$ cat src/rtl/mips_multiciclo_core.sv
// mips_multiciclo_core: multi-cycle MIPS subset (R-type, lw, sw, beq, addi, halt) with a shared req/ready memory port.
// Define BNE_EN to also decode bne (opcode 000101); otherwise that opcode is illegal.
module mips_multiciclo_core #(
    parameter int DATA_W    = 32,
    parameter int PC_W      = 8,
    parameter int REG_COUNT = 32
) (
    input  logic              clk,
    input  logic              reset,
    output logic              mem_req,
    output logic              mem_we,
    output logic [PC_W-1:0]   mem_addr,
    output logic [DATA_W-1:0] mem_wdata,
    input  logic [DATA_W-1:0] mem_rdata,
    input  logic              mem_ready,
    output logic [PC_W-1:0]   pc_out,
    output logic              halted,
    output logic              illegal
);
    localparam int RW = $clog2(REG_COUNT);

    typedef enum logic [2:0] {S_FETCH, S_DECODE, S_EXEC, S_MEM, S_WB, S_HALT} state_t;

    state_t            state, state_nx;
    logic [PC_W-1:0]   pc;
    logic [31:0]       ir;
    logic [DATA_W-1:0] a, b, alu_out, mdr;
    logic [DATA_W-1:0] regs [REG_COUNT];

    logic [5:0]        op, funct;
    logic [RW-1:0]     rs_i, rt_i, rd_i, wa;
    logic [DATA_W-1:0] sext_imm, alu_b, sum, alu_res, wd;
    logic [PC_W-1:0]   bt;
    logic              is_r, r_ok, is_lw, is_sw, is_addi, is_beq, is_bne, is_halt, legal, taken, slt;

    assign op       = ir[31:26];
    assign funct    = ir[5:0];
    assign rs_i     = ir[21 +: RW];
    assign rt_i     = ir[16 +: RW];
    assign rd_i     = ir[11 +: RW];
    assign sext_imm = {{(DATA_W-16){ir[15]}}, ir[15:0]};
    assign bt       = pc + PC_W'(sext_imm << 2);

    assign is_r    = op == 6'b000000;
    assign r_ok    = funct == 6'b100000 || funct == 6'b100010 || funct == 6'b100100 ||
                     funct == 6'b100101 || funct == 6'b101010;
    assign is_lw   = op == 6'b100011;
    assign is_sw   = op == 6'b101011;
    assign is_addi = op == 6'b001000;
    assign is_beq  = op == 6'b000100;
    assign is_halt = op == 6'b111111;
`ifdef BNE_EN
    assign is_bne  = op == 6'b000101;
`else
    assign is_bne  = 1'b0;
`endif
    // Bad R-type funct is caught in DECODE so every illegal instruction costs two cycles
    assign legal = (is_r && r_ok) || is_lw || is_sw || is_addi || is_beq || is_bne || is_halt;
    assign taken = (is_beq && a == b) || (is_bne && a != b);

    assign alu_b   = is_r ? b : sext_imm;
    assign sum     = a + alu_b;
    assign slt     = $signed(a) < $signed(b);
    assign alu_res = !is_r                 ? sum :
                     funct == 6'b100010    ? a - b :
                     funct == 6'b100100    ? a & b :
                     funct == 6'b100101    ? a | b :
                     funct == 6'b101010    ? DATA_W'(slt) : sum;

    assign wa = is_r ? rd_i : rt_i;
    assign wd = is_lw ? mdr : alu_out;

    always_ff @(posedge clk or posedge reset) begin
        if (reset) state <= S_FETCH;
        else       state <= state_nx;
    end

    always_comb begin
        state_nx = state;
        case (state)
            S_FETCH:  state_nx = mem_ready ? S_DECODE : S_FETCH;
            S_DECODE: state_nx = is_halt ? S_HALT : !legal ? S_FETCH : S_EXEC;
            S_EXEC:   state_nx = (is_lw || is_sw) ? S_MEM : (is_beq || is_bne) ? S_FETCH : S_WB;
            S_MEM:    state_nx = !mem_ready ? S_MEM : is_sw ? S_FETCH : S_WB;
            S_WB:     state_nx = S_FETCH;
            default:  state_nx = S_HALT;
        endcase
    end

    // Request is gated by reset directly so an access in flight is dropped at once
    always_comb begin
        mem_req   = !reset && (state == S_FETCH || state == S_MEM);
        mem_we    = !reset && state == S_MEM && is_sw;
        mem_addr  = state == S_MEM ? alu_out[PC_W-1:0] : pc;
        mem_wdata = (state == S_MEM && is_sw) ? b : '0;
        halted    = state == S_HALT;
        illegal   = state == S_DECODE && !legal;
        pc_out    = pc;
    end

    always_ff @(posedge clk or posedge reset) begin
        if (reset) begin
            pc      <= '0;
            ir      <= '0;
            a       <= '0;
            b       <= '0;
            alu_out <= '0;
            mdr     <= '0;
            for (int i = 0; i < REG_COUNT; i++) regs[i] <= '0;
        end else begin
            case (state)
                S_FETCH: if (mem_ready) begin
                    ir <= mem_rdata[31:0];
                    pc <= pc + PC_W'(4);
                end
                S_DECODE: begin
                    a <= rs_i == '0 ? '0 : regs[rs_i];
                    b <= rt_i == '0 ? '0 : regs[rt_i];
                end
                S_EXEC: begin
                    alu_out <= alu_res;
                    if (taken) pc <= bt;
                end
                S_MEM: if (mem_ready && !is_sw) mdr <= mem_rdata;
                S_WB: if (wa != '0) regs[wa] <= wd;
                default: ;
            endcase
        end
    end
endmodule

$ cat config.mk
export PLATFORM = sky130hd
export DESIGN_NAME = mips_multiciclo_core
export DESIGN_NICKNAME = d
export VERILOG_FILES = /design/src/rtl/mips_multiciclo_core.sv
export SDC_FILE = /design/constraint.sdc
export NUM_CORES = 2
export LEC_CHECK = 0
export BUFFER_PORTS_ARGS = -buffer_cell sky130_fd_sc_hd__buf_4
export CAP_MARGIN = 15
export CORE_ASPECT_RATIO = 0.5
export CORE_MARGIN = 3
export CORE_UTILIZATION = 60
export CTS_BUF_LIST = sky130_fd_sc_hd__clkbuf_4
export CTS_CLUSTER_DIAMETER = 40
export CTS_CLUSTER_SIZE = 14
export DETAILED_ROUTE_END_ITERATION = 8
export PLACE_DENSITY = 0.85
export RECOVER_POWER = 100
export SLEW_MARGIN = 25
export SYNTH_ARGS = -nofsm -noshare
export SYNTH_HDL_FRONTEND = slang
export SYNTH_SLANG_ARGS = --single-unit
$ cat constraint.sdc
create_clock -name clk -period 43.3 [get_ports clk]
set_input_delay 8.66 -clock clk [delete_from_list [all_inputs] [get_ports clk]]
set_output_delay 8.66 -clock clk [all_outputs]
set_load 0.02 [all_outputs]
==> impl_metrics.tcl <==
set metrics [dict create \
    switching_power_w 0.00209 \
    hold_class "reg -> reg" \
    seq_power_share_pct 36.1 \
    setup_viol 0 \
    worst_pin_slew_ns 8.04 \
    area.growth.synth_to_final_pct 3.76 \
    drc 1 \
    cp_slowest_cell "clkbuf_1" \
    gp_congestion 0.964 \
    gr-usage-all-layers_pct 37.9 \
    status "finished, violations left" \
    synth.avg_cell_area_um2 10.7 \
    yosys.area.top_type "dfrtp_1" \
    post_cts_buffers 0 \
    routedWlPerCell_um 29.4 \
    insertion_delay_ns 1.22 \
    grt-ovfl-total 0 \
    synth_area_mm2 0.0647 \
    finalPower_w 0.00448 \
    start_util_pct 61.0 \
    p_clk_share_pct 13.4 \
    drive_above_1_share_pct 16.8 \
    setup_tns_ns 0 \
    synthTopCellsByArea "dfrtp_1 (46%), mux4_2 (17%), o21ai_0 (5.1%), a21oi_1 (4.7%), nand2_1 (3.9%)" \
    async_flop_share_pct 100 \
    yosys_most_used_dff "dfrtp_1" \
    drt.antenna.violating_nets 0 \
    arrival_ns 26.82 \
    internal_power_w 0.00239 \
    cpPeakStageDelay_ns 5.74 \
    violations "design-rule violations, max-capacitance violations, max-slew violations" \
    nNetsFinal 5947 \
    die_y_um 238 \
    ios 87 \
    synth_enable_flop_cells 0 \
    hpwlAfterDp_mm 132 \
    crit_chain "clkbuf_1, clkinvlp_2, clkbuf_1, clkbuf_1, clkbuf_1, clkbuf_1" \
    grt_pass1_vias 52465 \
    design.die.area_mm2 0.112 \
    port_buffers 84 \
    cp.required_ns 43.71 \
    relSlewSlack_pct -436 \
    cts_tree "yes" \
    cts_root_buffer "clkbuf_4" \
    yosysSeqAreaShare_pct 46.1 \
    grt_pass1_wl_mm 320 \
    row_count 84 \
    synth_cells 6021 \
    synth-seq-cells 1193 \
    drv_cap 68 \
    path_max_fanout 148 \
    first_pass_iters 9 \
    yosys_warnings 0 \
    rsz0062_at_grt "no" \
    switching_share_pct 46.7 \
    wl_mm 214 \
    drtIter0Drc 7787 \
    grt_max_degree 192 \
    fin_skew_ns 0.131 \
    end_kind "async pin" \
    grt_antenna_before_repair 16 \
    yosysMostFrequentCell "dfrtp_1" \
    vias_per_cell 7.18 \
    die_x_um 470 \
    fin_crit_sh_pct 61.0 \
    peakVddDrop_uv 49.3 \
    clock_path_buffers 3 \
    combPwrFrac_pct 50.5 \
    period_minus_slack_ns 26.41 \
    critPathKind "in -> async" \
    cts_htree_levels 3 \
    hold_viol_final 0 \
    synth.top_cell.area_share_pct 46.1 \
    post_cts.resized_instances 0 \
    path_common_cell "clkbuf_1" \
    vias 52220 \
    power.leakage_nw 29.0 \
    cts.reportedPaths.clkPinSlew_ns 0.13 \
    numCtsBuffers 113 \
    cts_sinks 1193 \
    synthTopCellsByCount "dfrtp_1 (1193), nand2_1 (679), o21ai_0 (656), a21oi_1 (609), nor2_1 (603)" \
    core_area_mm2 0.106 \
    max_freq_mhz 37.9 \
    drv_slew 3525 \
    ys_types 79 \
    pwr_density_cell_mw_per_mm2 66.7 \
    ctsHoldBuffers 0 \
    cp-start-kind "input pin" \
]
==> routing by layer <==
| metal | part of all wire (%) | up-vias | global-route usage (%) | wire length (um) |
|---|---|---|---|---|
| li1 | - | 21271 | - | - |
| met1 | 35 | 25718 | 48.5 | 74000 |
| met2 | 42 | 4188 | 55.0 | 90500 |
| met3 | 17 | 1029 | 17.2 | 36300 |
| met4 | 6.0 | 14 | 19.1 | 12900 |
| met5 | 0.12 | - | 1.04 | 251 |
==> logic make-up after synthesis <==
group | after synthesis | synth area share (%)
AND/OR/NAND/NOR | 1486 | 9.38
other | 1 | 0.00579
buffers and inverters | 692 | 4.31
AO/OA/AOI/OAI | 1643 | 14.4
XOR/XNOR | 62 | 0.839
adder cells (fa/ha/maj) | 139 | 2.72
flip-flops | 1193 | 46.1
multiplexers | 805 | 22.2
==> cells in the final DEF, fill, tap and decap left out, types with 55 or more instances in the layout <==
cell type,count
o21ai_0,653
mux4_2,490
clkbuf_1,100
a21oi_1,608
nor2_1,613
nand2_1,668
mux2i_1,154
buf_4,119
o22ai_1,59
clkbuf_4,124
nor3_1,55
mux2_2,126
dfrtp_1,1186
ha_1,136
a22o_1,64
inv_1,104
==> state kept, by name (all words and copies together), names as in the netlist <==
signal,cells
ir,32
regs,1024
pc_out,6
mdr,32
a,32
state,3
alu_out,32
b,32
==> area by class of cell <==
| class | instances | area [um2] |
|---|---|---|
| clock buffer | 124 | 931 |
| multi-input combinational | 4137 | 32200 |
| timing repair buffer | 222 | 1340 |
| clock inverter | 60 | 574 |
| inverter | 106 | 399 |
| sequential | 1193 | 29900 |
| fill | 7805 | 38900 |
| antenna | 13 | 32.5 |
| tap | 1419 | 1780 |
==> critical path, delay by kind of cell <==
family | cells | cell delay, ns
buffers and inverters | 6 | 17.82
==> power by group through the flow <==
stage / logic, W / clock network, W / registers [W]
floorplan: 0.00160 / 0 / 0.00148
global placement: 0.00214 / 0 / 0.00160
detailed placement: 0.00218 / 0 / 0.00163
CTS: 0.00219 / 0.000593 / 0.00160
global route: 0.00238 / 0.000641 / 0.00164
finish: 0.00226 / 0.000598 / 0.00162
==> per-stage QoR <==
stage          setup WS [ns]  hold slack (ns)  cell area [um2]  cells  utilization [%]
6_report               16.89            0.420            67200   7274             63.3
5_1_grt                13.73            0.431            67100   7267             63.3
3_3_place_gp           25.40            0.377            66200   7075             62.4
3_5_place_dp           25.33            0.386            66200   7076             62.4
4_1_cts                25.33            0.417            67700   7260             63.8
2_1_floorplan           1.03            0.441            64700   6022                -
==> path summary, 6_finish.rpt <==
path | endpoint | slack, ns | startpoint | depth (start not counted)
setup / recovery | regs[346]$_DFFE_PP0P_ | 16.89 | reset | 6
hold / removal | regs[997]$_DFFE_PP0P_ | 0.42 | regs[997]$_DFFE_PP0P_ | 0
setup reg to reg | a[14]$_DFFE_PP0N_ | 32.72 | ir[22]$_DFFE_PP0P_ | 7
hold reg to reg | regs[997]$_DFFE_PP0P_ | 0.42 | regs[997]$_DFFE_PP0P_ | 0
max in group clk | mem_req | 25.27 | reset | 3
min in group asynchronous | ir[8]$_DFFE_PP0P_ | 9.11 | reset | 2
Note: power is estimated with default switching activity, not from simulation.
